===== src/rtl/collision_pkg.sv =====
// rtl/collision_pkg.sv - sprite word field layout, default sprite size and scanner FSM encoding
package collision_pkg;

  localparam int SPR_EN_BIT = 29;
  localparam int X_MSB      = 28;
  localparam int X_LSB      = 19;
  localparam int Y_MSB      = 18;
  localparam int Y_LSB      = 9;
  localparam int COORD_W    = 10;

  localparam int DEF_SPR_W  = 20;
  localparam int DEF_SPR_H  = 20;

  localparam logic [2:0] ST_IDLE      = 3'd0;
  localparam logic [2:0] ST_FETCH_REF = 3'd1;
  localparam logic [2:0] ST_SCAN      = 3'd2;
  localparam logic [2:0] ST_DRAIN     = 3'd3;
  localparam logic [2:0] ST_FINISH    = 3'd4;

endpackage


===== src/rtl/aabb_overlap.sv =====
// rtl/aabb_overlap.sv - axis-aligned box overlap test for two equal-size sprites
module aabb_overlap
  import collision_pkg::*;
#(
  parameter int SPR_W = DEF_SPR_W,
  parameter int SPR_H = DEF_SPR_H
) (
  input  logic [COORD_W-1:0] x1,
  input  logic [COORD_W-1:0] y1,
  input  logic [COORD_W-1:0] x2,
  input  logic [COORD_W-1:0] y2,
  output logic               overlap
);

  // One extra bit so x+SPR_W near the screen edge cannot wrap.
  localparam logic [COORD_W:0] W_EXT = (COORD_W + 1)'(SPR_W);
  localparam logic [COORD_W:0] H_EXT = (COORD_W + 1)'(SPR_H);

  logic [COORD_W:0] x1_e, y1_e, x2_e, y2_e;

  assign x1_e = {1'b0, x1};
  assign y1_e = {1'b0, y1};
  assign x2_e = {1'b0, x2};
  assign y2_e = {1'b0, y2};

  assign overlap = (x1_e + W_EXT > x2_e) && (x2_e + W_EXT > x1_e) &&
                   (y1_e + H_EXT > y2_e) && (y2_e + H_EXT > y1_e);

endmodule


===== src/rtl/collision_scanner.sv =====
// rtl/collision_scanner.sv - scans the sprite bank for boxes overlapping a reference sprite
module collision_scanner
  import collision_pkg::*;
#(
  parameter int N_SPRITES = 32,
  parameter int ADDR_W    = 5,
  parameter int SPR_W     = DEF_SPR_W,
  parameter int SPR_H     = DEF_SPR_H
) (
  input  logic              clk,
  input  logic              reset,
  input  logic              start,
  input  logic [ADDR_W-1:0] ref_addr,
  output logic              rd_en,
  output logic [ADDR_W-1:0] rd_addr,
  input  logic [31:0]       rd_data,
  output logic              busy,
  output logic              done,
  output logic              hit,
  output logic [ADDR_W-1:0] hit_addr,
  output logic [ADDR_W:0]   hit_count
);

  localparam logic [ADDR_W-1:0] LAST_IDX = ADDR_W'(N_SPRITES - 1);

  logic [2:0]         state;
  logic [ADDR_W-1:0]  ref_idx;
  logic [ADDR_W-1:0]  scan_idx;
  logic [ADDR_W-1:0]  cmp_idx;
  logic               cmp_valid;
  logic               scan_first;
  logic [COORD_W-1:0] ref_x, ref_y;
  logic               overlap;
  logic               is_hit;
  logic               unused_rd_bits;

  assign unused_rd_bits = ^{rd_data[31:30], rd_data[Y_LSB-1:0]};

  // On the SCAN entry cycle the reference word is on rd_data; a disabled
  // reference must suppress the very first scan read.
  always_comb begin
    rd_en   = 1'b0;
    rd_addr = '0;
    case (state)
      ST_FETCH_REF: begin
        rd_en   = 1'b1;
        rd_addr = ref_idx;
      end
      ST_SCAN: begin
        rd_en   = scan_first ? rd_data[SPR_EN_BIT] : 1'b1;
        rd_addr = scan_idx;
      end
      default: ;
    endcase
  end

  assign busy = (state == ST_FETCH_REF) || (state == ST_SCAN) || (state == ST_DRAIN);
  assign done = (state == ST_FINISH);

  aabb_overlap #(
    .SPR_W(SPR_W),
    .SPR_H(SPR_H)
  ) u_overlap (
    .x1     (ref_x),
    .y1     (ref_y),
    .x2     (rd_data[X_MSB:X_LSB]),
    .y2     (rd_data[Y_MSB:Y_LSB]),
    .overlap(overlap)
  );

  assign is_hit = cmp_valid && (cmp_idx != ref_idx) && rd_data[SPR_EN_BIT] && overlap;

  always_ff @(posedge clk) begin
    if (reset) begin
      state      <= ST_IDLE;
      ref_idx    <= '0;
      scan_idx   <= '0;
      cmp_idx    <= '0;
      cmp_valid  <= 1'b0;
      scan_first <= 1'b0;
      ref_x      <= '0;
      ref_y      <= '0;
      hit        <= 1'b0;
      hit_addr   <= '0;
      hit_count  <= '0;
    end else begin
      cmp_valid <= rd_en && (state == ST_SCAN);
      cmp_idx   <= rd_addr;

      if (is_hit) begin
        hit_count <= hit_count + 1'b1;
        if (!hit) begin
          hit      <= 1'b1;
          hit_addr <= cmp_idx;
        end
      end

      case (state)
        ST_IDLE: begin
          if (start) begin
            state     <= ST_FETCH_REF;
            ref_idx   <= ref_addr;
            hit       <= 1'b0;
            hit_addr  <= '0;
            hit_count <= '0;
          end
        end
        ST_FETCH_REF: begin
          state      <= ST_SCAN;
          scan_idx   <= '0;
          scan_first <= 1'b1;
        end
        ST_SCAN: begin
          scan_first <= 1'b0;
          if (scan_first) begin
            ref_x <= rd_data[X_MSB:X_LSB];
            ref_y <= rd_data[Y_MSB:Y_LSB];
          end
          if (scan_first && !rd_data[SPR_EN_BIT]) begin
            state <= ST_FINISH;
          end else if (scan_idx == LAST_IDX) begin
            state <= ST_DRAIN;
          end else begin
            scan_idx <= scan_idx + 1'b1;
          end
        end
        ST_DRAIN:  state <= ST_FINISH;
        ST_FINISH: state <= ST_IDLE;
        default:   state <= ST_IDLE;
      endcase
    end
  end

endmodule


===== config.mk =====
export PLATFORM = sky130hd
export DESIGN_NAME = collision_scanner
export DESIGN_NICKNAME = d
export VERILOG_FILES = /design/src/rtl/collision_pkg.sv /design/src/rtl/aabb_overlap.sv /design/src/rtl/collision_scanner.sv
export SDC_FILE = /design/constraint.sdc
export NUM_CORES = 1
export LEC_CHECK = 0
export CAP_MARGIN = 25
export CORE_MARGIN = 2
export CORE_UTILIZATION = 45
export CTS_CLUSTER_SIZE = 28
export DETAILED_ROUTE_END_ITERATION = 12
export PLACE_DENSITY = 0.7
export SYNTH_ARGS = -nofsm -noshare
export SYNTH_HDL_FRONTEND = slang
export SYNTH_HIERARCHICAL = 1
export SYNTH_SLANG_ARGS = --single-unit
export TNS_END_PERCENT = 5

===== constraint.sdc =====
create_clock -name clk -period 4.93 [get_ports clk]
set_input_delay 1.479 -clock clk [delete_from_list [all_inputs] [get_ports clk]]
set_output_delay 1.479 -clock clk [all_outputs]
set_load 0.01 [all_outputs]

==> results of run 1 <==
==> flip-flops by register name (all words and copies together) (netlist names) <==
signal,cells
ref_x,10
ref_y,10
hit_count,6
cmp_idx,5
hit_addr,5
ref_idx,5
scan_idx,5
state,3
cmp_valid,1
hit,1
scan_first,1
==> per-stage QoR <==
step           cells  setup WS (ns)  hold slack (ns)
2_1_floorplan    430          0.917            0.449
3_3_place_gp     580         0.0500            0.453
3_5_place_dp     580         0.0728            0.463
4_1_cts          588          0.319            0.479
5_1_grt          588         0.0977            0.513
6_report         588          0.325            0.470
==> where the power goes <==
group          total (mW)  switching (mW)  internal, mW
clock network       0.258           0.154         0.104
registers           0.438         0.00986         0.428
logic               0.177          0.0908        0.0863
==> final cells by class <==
cell class	instances	area (sq um)
Sequential cell	52	1040
Clock buffer	5	68.8
Inverter	42	158
Multi-Input combinational cell	324	2250
Clock inverter	3	26.3
Timing Repair Buffer	60	571
Tap cell	102	128
Fill cell	730	3400
==> cell families after synthesis <==
| group | count (synthesis) | synth area share, % |
|---|---|---|
| flops | 52 | 29.7 |
| compound gates | 87 | 16.9 |
| xor+xnor | 33 | 8.24 |
| simple gates | 152 | 21.1 |
| fa+ha+maj | 45 | 16.1 |
| mux | 7 | 2.00 |
| buf+inv | 54 | 6.03 |
==> Yosys cell counts, types with 2 or more instances <==
| master | number | share of area, % |
|---|---|---|
| sky130_fd_sc_hd__a21oi_1 | 37 | 5.3 |
| sky130_fd_sc_hd__nor2_1 | 27 | 2.9 |
| sky130_fd_sc_hd__nor2b_1 | 6 | 1.1 |
| sky130_fd_sc_hd__inv_1 | 42 | 4.5 |
| sky130_fd_sc_hd__dfxtp_1 | 52 | 30 |
| sky130_fd_sc_hd__ha_1 | 45 | 16 |
| sky130_fd_sc_hd__o21ai_0 | 10 | 1.4 |
| sky130_fd_sc_hd__a21o_1 | 6 | 1.3 |
| sky130_fd_sc_hd__clkbuf_1 | 7 | 0.75 |
| sky130_fd_sc_hd__nand4_1 | 4 | 0.71 |
| sky130_fd_sc_hd__nand3b_1 | 3 | 0.64 |
| sky130_fd_sc_hd__nor3_1 | 10 | 1.4 |
| sky130_fd_sc_hd__a211oi_1 | 8 | 1.7 |
| sky130_fd_sc_hd__nand2b_1 | 2 | 0.36 |
| sky130_fd_sc_hd__nand2_1 | 63 | 6.7 |
| sky130_fd_sc_hd__xor2_1 | 7 | 1.7 |
| sky130_fd_sc_hd__a22o_1 | 5 | 1.2 |
| sky130_fd_sc_hd__xnor2_1 | 26 | 6.5 |
| sky130_fd_sc_hd__mux2i_1 | 7 | 2.0 |
| sky130_fd_sc_hd__nor3_2 | 2 | 0.57 |
| sky130_fd_sc_hd__nand3_1 | 20 | 2.9 |
| sky130_fd_sc_hd__and3_1 | 4 | 0.71 |
| sky130_fd_sc_hd__a31oi_1 | 2 | 0.36 |
| sky130_fd_sc_hd__a211o_1 | 2 | 0.50 |
| sky130_fd_sc_hd__and2_1 | 2 | 0.36 |
| sky130_fd_sc_hd__buf_2 | 4 | 0.57 |
| sky130_fd_sc_hd__or3_1 | 2 | 0.36 |
| sky130_fd_sc_hd__o2111a_1 | 2 | 0.64 |
==> metal layers <==
metal / wire length (microns) / track usage [%] / vias to the layer above
met4: 68 / 4.48 / 0
met1: 3530 / 23.7 / 1450
met2: 3910 / 35.3 / 68
met5: 0 / 0 / -
met3: 330 / 3.70 / 6
li1: - / - / 1589
==> worst paths after layout <==
path	to	depth (start not counted)
hold reg to reg	hit_addr[4]	2
setup reg to reg	hit_count[5]	14
hold / removal	hit_addr[4]	2
setup / recovery	rd_en	5
==> worst max-delay path, stage by stage <==
cell and delay (ns):
sky130_fd_sc_hd__clkdlybuf4s50_1 0.45, sky130_fd_sc_hd__nor2b_1 0.34, sky130_fd_sc_hd__nand2b_1 0.23, sky130_fd_sc_hd__o21ai_0 0.12
sky130_fd_sc_hd__clkdlybuf4s50_1 0.51
==> run summary, run 1 <==
A synthesized cell averages 8.16 sq um. The register bit total from synthesis came out at 52. Boundary pin count: 60. The flow ran to the end, and the final reports show no timing, DRC or antenna violations. For the max-slew violation count, the log shows 0. Clock skew on the completed layout was measured at 0.00792 ns. Area growth from synthesis to layout: 21.1%. Dominant register cell in the synthesized netlist: sky130_fd_sc_hd__dfxtp_1. The origin of the worst min-delay path was hit_addr[4]. For the timing-limited maximum frequency, the log shows 217 MHz. The share of synthesized registers carrying an async set or reset was 0%; the clock slew at the register clock pins of the worst setup and hold paths was 0.10 ns.

The final layout contains 570 nets. For the overall global routing resource usage, the log shows 19.4%. The analysis attributes to cell leakage a power of 1.70 nW. Across the VDD grid, the largest voltage drop is 135 uV. Synthesis produced 430 cells. In this run, the number of DRC markers left after iteration 0 of detailed routing was 105. Setup repair after global routing left no endpoint under its margin.

The total number of vias was 3113; the transition time at the pin with the least slew margin was 0.787 ns. The total number of yosys warnings was 6. CTS saw 52 sinks. For the total negative slack for setup checks, the log shows 0 ns. In this run the horizontal extent of the chip is 92.3 microns.

The setup path with the least slack is of type input port to output pin. Setup violations remaining at the end of the flow were counted as 0. Overall power consumption: 0.873 mW. After routing the design area is 0.00425 sq mm.

The number of clock buffers added by TritonCTS is 5. 0 antenna diodes ended up in the layout. The initial utilization of the core area, before any placement, comes to 45.9%.

For this run, design rule violations remaining after detail routing come to 0. After synthesis, the netlist uses 51 different library cells. In this run the core area contains 32 standard-cell rows. Routability-driven placement finished with a final weighted congestion of 0.878. The area of the die was 0.00852 sq mm; the detailed-router iteration count before antenna repair was 7. The clock root buffer was sky130_fd_sc_hd__clkbuf_8. The run gives 29.7% as the proportion of synthesized chip area in sequential cells. In this run the cell area of the synthesized design comes to 0.00351 sq mm. For the total number of H-tree levels, the log shows 2. STA classifies the critical path endpoint as an output pin. The share of the clock period used by the worst path was 93.4%. In this run the worst hold path is classified as flop to flop.

Tracing the worst setup path back leads to its startpoint at rd_data[29]. The ratio of routed vias to standard cells is 5.29, and the max capacitance violation total is 0. The logs give 47.3% for the worst slew margin relative to its limit and 0.00415 sq mm for the cell area after placement. Counting along the longest clock path gives a buffer depth of 2.

The wire length per cell came out at 13.3 microns. The most common cell after layout, fill and taps aside is sky130_fd_sc_hd__nand2_1. The number of global-route vias before repair was 3048; the core area was 0.00765 sq mm.

Synthesis produced a netlist with a net count of 515. For the final routed wirelength across all metal layers, the log shows 7850 microns. The number of nets with antenna violations after routing came out at 0. The initial antenna violation count is 0, and the detailed-placement wirelength estimate is 6020 microns. Entering global routing, the biggest net connects 43 pins. The final number of hold-violating endpoints came out at 0. Power spread over the standard cell area amounts to 206 mW/mm^2. STA puts the critical path data required time at 3.45 ns. For the worst setup path, the data arrival time is 3.13 ns. Clock latency on the worst-skew pair, taken at its later pin, is 0.31 ns. The worst setup path is launched from an input port.

The share of layout cells above drive strength 1 works out to 6.58%. The final global-route overflow total is 0. During placement, the flow inserted port buffers numbering 48. Once the clock tree was built, the resizer swapped 0 gates to a different size. The first global-routing pass estimated 13600 microns of wire. The tools report the start of the worst register-to-register path as ref_y[2]. The number of enable flip-flop cells after synthesis came out at 0. The post-cts hold buffer count is 0. TritonCTS built the clock tree. The clock period could shrink to 4.61 ns. Along the worst path, the maximum fanout reaches 4.

In the layout the commonest cells are sky130_fd_sc_hd__nand2_1 (63), sky130_fd_sc_hd__dfxtp_1 (52), sky130_fd_sc_hd__clkdlybuf4s50_1 (48), sky130_fd_sc_hd__ha_1 (45), sky130_fd_sc_hd__inv_1 (42). Number of buffers added for setup after CTS: 0. The final standard cell utilization of the core is 55.5%, and the die height is 92.3 microns. For flop-to-flop paths, the worst setup slack is 1.58 ns.
No activity file was read; power rests on OpenSTA's default activity.
==> inputs of run 2 (changes only) <==
==> constraint.sdc (replaced) <==
create_clock -name clk -period 5.2 [get_ports clk]
set_input_delay 1.56 -clock clk [delete_from_list [all_inputs] [get_ports clk]]
set_output_delay 1.56 -clock clk [all_outputs]
set_load 0.01 [all_outputs]
==> run summary, run 2 (synthesis results as in run 1) <==
The flow ran to the end, and the final reports show no timing, DRC or antenna violations. The critical path ends at rd_en. The transition time at the pin with the least slew margin was 0.828 ns (+0.0408 ns); the number of buffers added for setup after CTS was 0 (unchanged). The maximum net fanout on the critical path is 4 (unchanged), and the final routed wirelength across all metal layers is 8020 microns (+2.2%). The tools report the initial core utilization as 45.9% (unchanged).

The logs give 0.00748 ns (-0.000439 ns) for the worst setup skew after layout and 3122 (+0.29%) for the total number of vias. The logs give 5950 microns (-1.1%) for the detailed-placement wirelength estimate and 3057 (+0.30%) for the number of global-route vias before repair. The library cells used most frequently in the layout, excluding fill and tap cells, are sky130_fd_sc_hd__nand2_1 (63), sky130_fd_sc_hd__dfxtp_1 (52), sky130_fd_sc_hd__clkdlybuf4s50_1 (48), sky130_fd_sc_hd__ha_1 (45), sky130_fd_sc_hd__inv_1 (42).

Final routed DRC violation total: 0 (unchanged). The worst register-to-register path ends at hit_count[5]. The final critical path takes up 92.2% of the cycle.

The logs give 0.472 ns (+0.00135 ns) for the tightest hold margin and 98.8 uV (-27%) for the peak ir drop on the vdd network. The library cell used most frequently in the layout, excluding fill and tap cells, is sky130_fd_sc_hd__nand2_1. The cell area after placement was 0.00412 sq mm (-0.72%); the clock net sink count was 52 (unchanged). The area of the die is 0.00852 sq mm (unchanged). The run gives 706 (-3.3%) as the layout filler cell count.

The run gives 0.583 mW (-5.7%) as the total internal power. The net switching fraction of the power was 29.2% (+0.040 points); the final standard cell utilization of the core was 55.0% (-0.51 points). In this run the clock root is driven by a sky130_fd_sc_hd__clkbuf_8. The run gives 0.31 ns (about the same) as the later-pin clock latency in the skew report. The run gives 19.2% (-0.23 points) as the overall global routing resource usage. Portion of total power attributed to the clock network: 29.3% (-0.2 points). The core area is 0.00765 sq mm (unchanged). The worst hold path belongs to the class flop to flop. For the setup slack after layout, the log shows 0.408 ns (+0.0829 ns).

The largest buffer count on any clock path was 2 (unchanged); the worst slew margin relative to its limit was 44.8% (-2.5 points). The setup slack of the most critical reg-to-reg path was 1.94 ns (+0.36 ns). For the finished layout, the period the worst path requires is 4.79 ns.

TritonCTS built the clock tree. The tools report the number of standard-cell rows in the floorplan as 32 (unchanged). The start-to-end type of the worst setup path was input port to output pin. Power per cell area: 196 mW/mm^2 (-4.8%). The worst setup path is captured at an output pin.

The cell count of the worst hold path is 2 (unchanged). The total number of H-tree levels is 2 (unchanged), and the initial antenna violation count is 0 (unchanged). The die outline width is 92.3 microns (unchanged), and the area growth from synthesis to layout is 20.0%. The wire length per cell was 13.7 microns (+2.9%); the final global-route overflow total was 0 (unchanged).

The overall power consumption is 0.823 mW (-5.7%). Pin count of the biggest net entering global routing: 44 (+2.3%). The startpoint identified for the worst register-to-register timing path is ref_y[2]. The largest registers in the layout are ref_x x10, ref_y x10, hit_count x6. The final cell count without fillers was 584 (-0.68%); the boundary pin count was 60 (unchanged). The share of layout cells above drive strength 1 was 5.60% (-0.98 points); the arrival time at the worst endpoint was 3.23 ns (+0.10 ns). The ratio of routed vias to standard cells is 5.35 (+0.98%). Start point of the critical path: rd_data[29].

Required time reported for the critical path endpoint: 3.64 ns (+0.19 ns). The die height was 92.3 microns (unchanged); the number of gates given a new drive strength after cts was 0 (unchanged). The violation count after the first detailed-route iteration is 147 (+40%). The max-slew violation count is 0 (unchanged). Final estimated routing congestion in global placement: 0.872 (-0.68%). The logs give 0.00421 sq mm (-0.91%) for the post-layout instance area and 50.5% (+0.3 points) for the sequential share of power. The tools report the detailed-router iteration count before antenna repair as 4 (-3). The post-cts hold buffer count was 0 (unchanged). The logs give 0.241 mW (-5.6%) for the power dissipated by switching net loads and 5 (unchanged) for the number of buffers added by the clock tree synthesis step. The worst setup path is launched from an input port.

The number of nets with antenna violations after routing was 0 (unchanged); the worst reg-to-reg path cell count was 14 (unchanged). Number of input and output port buffers inserted: 48 (unchanged). The leakage power came out at 1.69 nW (-0.96%). The wire length of the first global-routing pass was 13400 microns (-1.4%); the total negative slack for setup checks was 0 ns (unchanged).

Setup repair after global routing left no endpoint under its margin. For the max capacitance violation total, the log shows 0 (unchanged). The logs give 0.220 ns (+0.147 ns) for the worst-case setup slack after placement and 576 (-0.69%) for the number of placed instances with taps included. The proportion of power drawn by combinational gates is 20.3% (about the same). Final number of hold-violating endpoints: 0 (unchanged). Net total in the final layout: 566 (-0.70%). Number of failing setup endpoints in the final timing report: 0 (unchanged). The timing-limited maximum frequency was 209 MHz; the clock slew at the register clock pins of the worst setup and hold paths was 0.10 ns (about the same). The number of antenna cells inserted is 0 (unchanged).
==> run 2: per-layer routing <==
layer	global-route usage, %	part of all wire, %
met5	0	0
met4	4.85	0.95
met3	3.62	4.6
met2	34.6	48
met1	23.4	47
==> run 2: power by group through the flow <==
stage	Combinational, mW	Clock, mW	Sequential, mW
finish	0.167	0.241	0.416
global route	0.187	0.261	0.417
CTS	0.167	0.246	0.415
detailed placement	0.165	0	0.424
global placement	0.161	0	0.424
floorplan	0.105	0	0.422
==> run 2: worst min-delay path by stage <==
stage | slack [ns] | from | endpoint
floorplan | 0.45 | scan_idx[4] | scan_idx[4]
global placement | 0.46 | hit_addr[2] | hit_addr[2]
detailed placement | 0.46 | hit_addr[1] | hit_addr[1]
CTS | 0.47 | hit_addr[1] | hit_addr[1]
global route | 0.49 | hit_addr[4] | hit_addr[4]
finish | 0.47 | hit_addr[4] | hit_addr[4]
==> run 2: critical path, cell delays in order <==
cell and delay (ns):
sky130_fd_sc_hd__clkdlybuf4s50_1 0.46, sky130_fd_sc_hd__nor2b_1 0.34, sky130_fd_sc_hd__nand2b_1 0.23, sky130_fd_sc_hd__o21ai_0 0.13, sky130_fd_sc_hd__clkdlybuf4s50_1 0.51
==> run 2: final cells by class <==
cell class / count / area (sq um) / share of cell area (%)
multi-input cells: 324 / 2250 / 53.6
inverters: 42 / 158 / 3.75
well taps: 102 / 128 / 3.03
clock inverters: 2 / 13.8 / 0.327
repair buffers: 56 / 541 / 12.8
clock buffers: 6 / 72.6 / 1.72
flip-flops and latches: 52 / 1040 / 24.7
==> variant 1 (config.mk and constraints of run 2) <==
The parameter `ADDR_W` goes from 5 to 3.
--- a/src/rtl/collision_scanner.sv
+++ b/src/rtl/collision_scanner.sv
@@ -5,3 +5,3 @@
   parameter int N_SPRITES = 32,
-  parameter int ADDR_W    = 5,
+  parameter int ADDR_W    = 3,
   parameter int SPR_W     = DEF_SPR_W,
Ports: changed (resized hit_addr, hit_count, rd_addr and ref_addr); port bits go from 60 to 52. No check against the original RTL was run, so the function may have changed too.
==> variant 1 against run 2 <==
  * Count of clock-buffer cells in the layout is 1 lower
  * Sequential share of layout area shrank 2.1 points
  * Hold slack gained 0.0089 ns
  * Power is 14% lower
  * Worst setup slack improved by 0.11 ns
  * Sequential cell count down 10
  * Routed wire length decreased by 15%
  * Clock power is 5% lower
  * First-iteration DRC count shrank 17%
  * Area after synthesis down 11%
  * Critical path depth increased by 10
  * Register-to-register slack gained 0.05 ns
  * Cell count shrank 12%
  * Final area down 12%
==> variant 1: results (changes against run 2) <==
| Metric | Value |
|---|---|
| Status | `complete, no violations` |
| Largest net degree at the start of global routing | `36 (-18%)` |
| Final Skew | `0.007807 ns (+0.0003280 ns)` |
| Syn_area_per_cell | `7.952 um^2 (-2.5%)` |
| Yosys cell types | `47 (-7.8%)` |
| Num sequential | `42 (-19%)` |
| Critical R2R Launch | `ref_x[4]` |
| CTS Buf Count | `5 (unchanged)` |
| Crit path max fanout | `4 (unchanged)` |
| Via count | `2779 (-11%)` |
| GPL Wtd Cong | `0.8331 (-4.4%)` |
| PortBufs | `40 (-17%)` |
| Critical path arrival | `4.87 ns (+1.64 ns)` |
| Post-Route M1 WL | `3.126 mm (-16%)` |
| Post-CTS setup buffer count | `0 (unchanged)` |
| Startpoint of the worst hold path | `ref_y[1]` |
| Cells on worst reg2reg path | `13 (-1)` |
| Met2 Wirelength | `3.343 mm (-13%)` |
| Fraction of area in multi-input gates | `55.48% (+1.9 points)` |
| Wire length on met3 | `264 um (-28%)` |
| #MultiIn Comb | `295 (-9.0%)` |
| Hold WC Path Type | `reg2reg` |
| Ranking of synthesized cells by area | `dfxtp_1 (27%), ha_1 (18%), xnor2_1 (7.8%)` |
| Worst IR Drop VDD | `0.0001363 V (+38%)` |
| Met3 Usage GRT | `2.464% (-1.2 points)` |
| NonClk Buf Share | `12.18% (-0.67 points)` |
| Synth top cells by count | `nand2_1 (47), ha_1 (45), a21oi_1 (44), inv_1 (44), dfxtp_1 (42)` |
| Met2 usage | `33.47% (-1.1 points)` |
| Sequential cell area fraction in the yosys report | `26.84% (-2.8 points)` |
| Worst-Margin Slew | `0.8616 ns (+0.03348 ns)` |
| Async SR Flop Fraction | `0% (unchanged)` |
| Number of global-route vias before repair | `2708 (-11%)` |
| First-pass GRT wire length | `11.94 mm (-11%)` |
| Static Leak | `1.414 nW (-16%)` |
| DR iter-0 viols | `122 (-17%)` |
| Nonclk buf count | `47 (-16%)` |
| Sw frac | `29.71% (+0.48 points)` |
| GR met1 Demand/Resource | `24.68% (+1.2 points)` |
| Post-DP Area | `3622 um^2 (-12%)` |
| FILL cells | `667 (-5.5%)` |
| Critical Path Start | `rd_data[21]` |
| Gr usage total | `19.14% (-0.064 points)` |
| DRT Pass-1 Iters | `4 (unchanged)` |
| Inverters | `44 (+4.8%)` |
| DRT Wirelength | `6.807 mm (-15%)` |
| Syn nets | `477 (-7.4%)` |
| Register area | `840.8 um^2 (-19%)` |
| Fraction of layout cells with a size suffix above 1 | `5.734% (+0.13 points)` |
| Clock-cell share | `2.591% (+0.54 points)` |
| HPWL Detailed | `5.346 mm (-10%)` |
| Clock tree buffer depth | `2 (unchanged)` |
| Biggest regs | `ref_x x10, ref_y x10, hit_count x4` |
| Net count, final | `518 (-8.5%)` |
## variant 1: stage by stage
step                std cells  util [%]  setup slack [ns]
floorplan                 394         -             1.090
global placement          508     53.61            0.1861
detailed placement        508     53.61            0.1308
CTS                       516     55.04            0.4518
global route              516     55.04            0.2381
finish                    516     55.04            0.5224
## variant 1: worst max-delay path, cell delays in order
cell	delay (ns)
clkdlybuf4s50_1	0.56
a21oi_1	0.13
nor3_1	0.30
nand3_1	0.14
xnor2_1	0.16
ha_1	0.30
nand3_1	0.12
a211o_1	0.29
o2111ai_1	0.10
o41a_1	0.16
and4b_1	0.21
nand3_1	0.15
a311oi_2	0.42
mux2i_1	0.23
nor2_1	0.06
## variant 1: cell families after synthesis
logic type | Yosys count | share of synthesized area, %
multiplexers | 8 | 2.596
flip-flops | 42 | 26.84
AND/OR/NAND/NOR | 127 | 19.61
adder cells (fa/ha/maj) | 45 | 17.97
XOR/XNOR | 28 | 7.828
AO/OA/AOI/OAI | 87 | 17.69
buffers and inverters | 57 | 7.468
## variant 1: worst paths after layout
check	to	slack, ns
worst max-delay path	hit_addr[0]	0.52
worst min-delay path	ref_y[1]	0.48
worst max register to register	hit_addr[0]	1.99
worst min register to register	ref_y[1]	0.48
## variant 1: power groups by stage
| stage | Sequential [W] | Combinational (W) | Clock [W] |
|---|---|---|---|
| 3_3_place_gp | 0.000345 | 0.000138 | 0 |
| 3_5_place_dp | 0.000346 | 0.000143 | 0 |
| 5_1_grt | 0.000340 | 0.000164 | 0.000251 |
| 2_1_floorplan | 0.000340 | 0.0000930 | 0 |
| 4_1_cts | 0.000338 | 0.000144 | 0.000236 |
| 6_report | 0.000338 | 0.000143 | 0.000228 |
==> variant 2 (flow settings as in run 2) <==
Made on the original files. Register the outputs `busy` and `done`; this adds one clock of latency there. The other outputs are not delayed to match.
--- a/src/rtl/collision_scanner.sv
+++ b/src/rtl/collision_scanner.sv
@@ -56,4 +56,11 @@
 
-  assign busy = (state == ST_FETCH_REF) || (state == ST_SCAN) || (state == ST_DRAIN);
-  assign done = (state == ST_FINISH);
+  always_ff @(posedge clk) begin
+    if (reset) begin
+      busy <= '0;
+      done <= '0;
+    end else begin
+      busy <= (state == ST_FETCH_REF) || (state == ST_SCAN) || (state == ST_DRAIN);
+      done <= (state == ST_FINISH);
+    end
+  end
 
Check against the original RTL: not equivalent (a bounded check fails within 4 cycles, from zero or initial values and one cycle with reset high).
==> variant 2 against run 2 <==
  * Clock power is 7% higher
  * Fmax is 4.2% higher
  * Sequential cell count is 2 higher
  * Sequential share of layout area is 0.35 points higher
  * Routed wire length is 0.62% lower
  * Final area is 2.4% higher
  * Core utilization is 0.44 points higher
  * Worst setup slack better by 0.19 ns
  * Power is 3.8% higher
  * Area after synthesis is 2.9% higher
  * Synthesized cell count is 2.8% higher
  * Sequential power is 4% higher
  * Largest power group unchanged
==> variant 2: results (changes against run 2) <==
| Metric | Value |
|---|---|
| Status | `complete, no violations` |
| Critical path's slowest cell | `clkdlybuf4s50_1` |
| Antenna violations before repair | `0 (unchanged)` |
| FILL cells | `745 (+5.5%)` |
| Number of global-route vias before repair | `2944 (-3.7%)` |
| Fraction of layout cells with a size suffix above 1 | `4.268% (-1.3 points)` |
| Yosys cell types | `46 (-9.8%)` |
| DRT Pass-1 Iters | `4 (unchanged)` |
| CP max stage delay | `0.56 ns (+0.05 ns)` |
| Resized cells post-CTS | `0 (unchanged)` |
| Gr usage total | `18.79% (-0.41 points)` |
| Static Leak | `1.643 nW (-2.6%)` |
| GPL Wtd Cong | `0.8733 (+0.20%)` |
| Clock tree buffer depth | `2 (unchanged)` |
| Post-Route M1 WL | `3.937 mm (+5.5%)` |
| Worst IR Drop VDD | `0.0001023 V (+3.5%)` |
| Wire length on met3 | `328 um (-10%)` |
| Hold WC Path Type | `reg2reg` |
| Highest metal used | `met4` |
| Critical path arrival | `4.86 ns (+1.63 ns)` |
| Skew-Pair Late Insertion Delay | `0.32 ns` |
| Net count, final | `576 (+1.8%)` |
| Async SR Flop Fraction | `0% (unchanged)` |
| Largest net degree at the start of global routing | `49 (+11%)` |
| Ranking of synthesized cells by area | `dfxtp_1 (30%), ha_1 (16%), nand2_1 (7.2%)` |
| Synth top cells by count | `nand2_1 (69), dfxtp_1 (54), ha_1 (45)` |
| Biggest regs | `ref_x x10, ref_y x10, hit_count x6` |
| Reg clk slew, reported paths | `0.11 ns` |
| Delay-heaviest family, CP | `simple AND/OR/NAND/NOR gates` |
| CTS root buffer | `clkbuf_8` |
| CTS Buf Count | `5 (unchanged)` |
| HPWL Detailed | `5.966 mm (+0.27%)` |
| DR iter-0 viols | `90 (-39%)` |
| Crit path max fanout | `4 (unchanged)` |
| Post-CTS setup buffer count | `0 (unchanged)` |
| Ys flop type | `dfxtp_1` |
| DRT Wirelength | `7.971 mm (-0.62%)` |
| Worst-Margin Slew | `0.8049 ns (-0.02325 ns)` |
| Met2 Wirelength | `3.647 mm (-5.1%)` |
| Final Skew | `0.01312 ns (+0.005643 ns)` |
| Sequential cell area fraction in the yosys report | `29.95% (+0.27 points)` |
| Dpl ws | `0.2229 ns (+0.002652 ns)` |
| First-pass GRT wire length | `13.53 mm (+0.82%)` |
| Syn nets | `527 (+2.3%)` |
| Via/cell ratio | `5.274 (-1.3%)` |
| PortBufs | `48 (unchanged)` |
| Antenna Cells | `0 (unchanged)` |
| Htree depth | `2 (unchanged)` |
## variant 2: cell types whose count changed in the layout (fill, tap and decap cells not counted), sizes merged, moves of 5 or more
cell   before  now
nand2      63   69
nor2       27   20
nand3      20    8
nand4       4    9
mux2i       7   16
a21oi      38   44
## variant 2: cells by family (layout without fill, tap and decap cells)
| logic type | after synthesis | count (layout) | synth area share (%) |
|---|---|---|---|
| AOI/OAI and AO/OA | 95 | 95 | 17.05 |
| xor gates and xnor gates | 29 | 29 | 7.036 |
| adders and majority gates | 45 | 45 | 15.60 |
| buffers and inverters | 55 | 105 | 6.204 |
| DFF | 54 | 54 | 29.95 |
| muxes | 16 | 16 | 4.437 |
| and+or+nand+nor | 148 | 148 | 19.72 |
## variant 2: per-layer routing
layer / vias to the layer above / GRT usage, %
met3: 5 / 2.659
li1: 1635 / -
met1: 1442 / 26.35
met5: - / 0
met2: 51 / 30.88
met4: 0 / 3.865
## variant 2: tightest hold or removal path, stage by stage (launching register included)
cell and delay [ns]:
dfxtp_1 0.33, nand2_1 0.05, mux2i_1 0.05
## variant 2: final cells by class
type / instances / area, um^2 / share of cell area [%]
inverter: 42 / 157.7 / 3.660
sequential: 54 / 1081 / 25.09
clock inverter: 3 / 28.78 / 0.6680
tap: 102 / 127.6 / 2.963
multi-input combinational: 333 / 2311 / 53.65
clock buffer: 5 / 68.82 / 1.597
timing repair buffer: 55 / 533.0 / 12.37
## variant 2: path summary, 6_finish.rpt
path                    start      endpoint  slack (ns)  depth (start not counted)
hold / removal    hit_addr[2]   hit_addr[2]        0.47                          2
setup / recovery  rd_data[25]  hit_count[5]        0.60                         15
hold reg to reg   hit_addr[2]   hit_addr[2]        0.47                          2
setup reg to reg     ref_x[4]  hit_count[5]        2.03                         13
## variant 2: power breakdown
group / switching, W / internal, W / total (W)
sequential: 0.00000932 / 0.000422 / 0.000431
clock: 0.000158 / 0.000101 / 0.000259
combinational: 0.0000862 / 0.0000779 / 0.000164
## variant 2: stage by stage
| step | power (W) | hold WS [ns] | std cells | instance area [um^2] |
|---|---|---|---|---|
| 2_1_floorplan | 0.0005415 | 0.4451 | 442 | 3610 |
| 3_3_place_gp | 0.0005999 | 0.4475 | 585 | 4203 |
| 3_5_place_dp | 0.0006031 | 0.4540 | 585 | 4203 |
| 4_1_cts | 0.0008632 | 0.4705 | 593 | 4300 |
| 5_1_grt | 0.0009049 | 0.4868 | 594 | 4308 |
| 6_report | 0.0008542 | 0.4668 | 594 | 4308 |
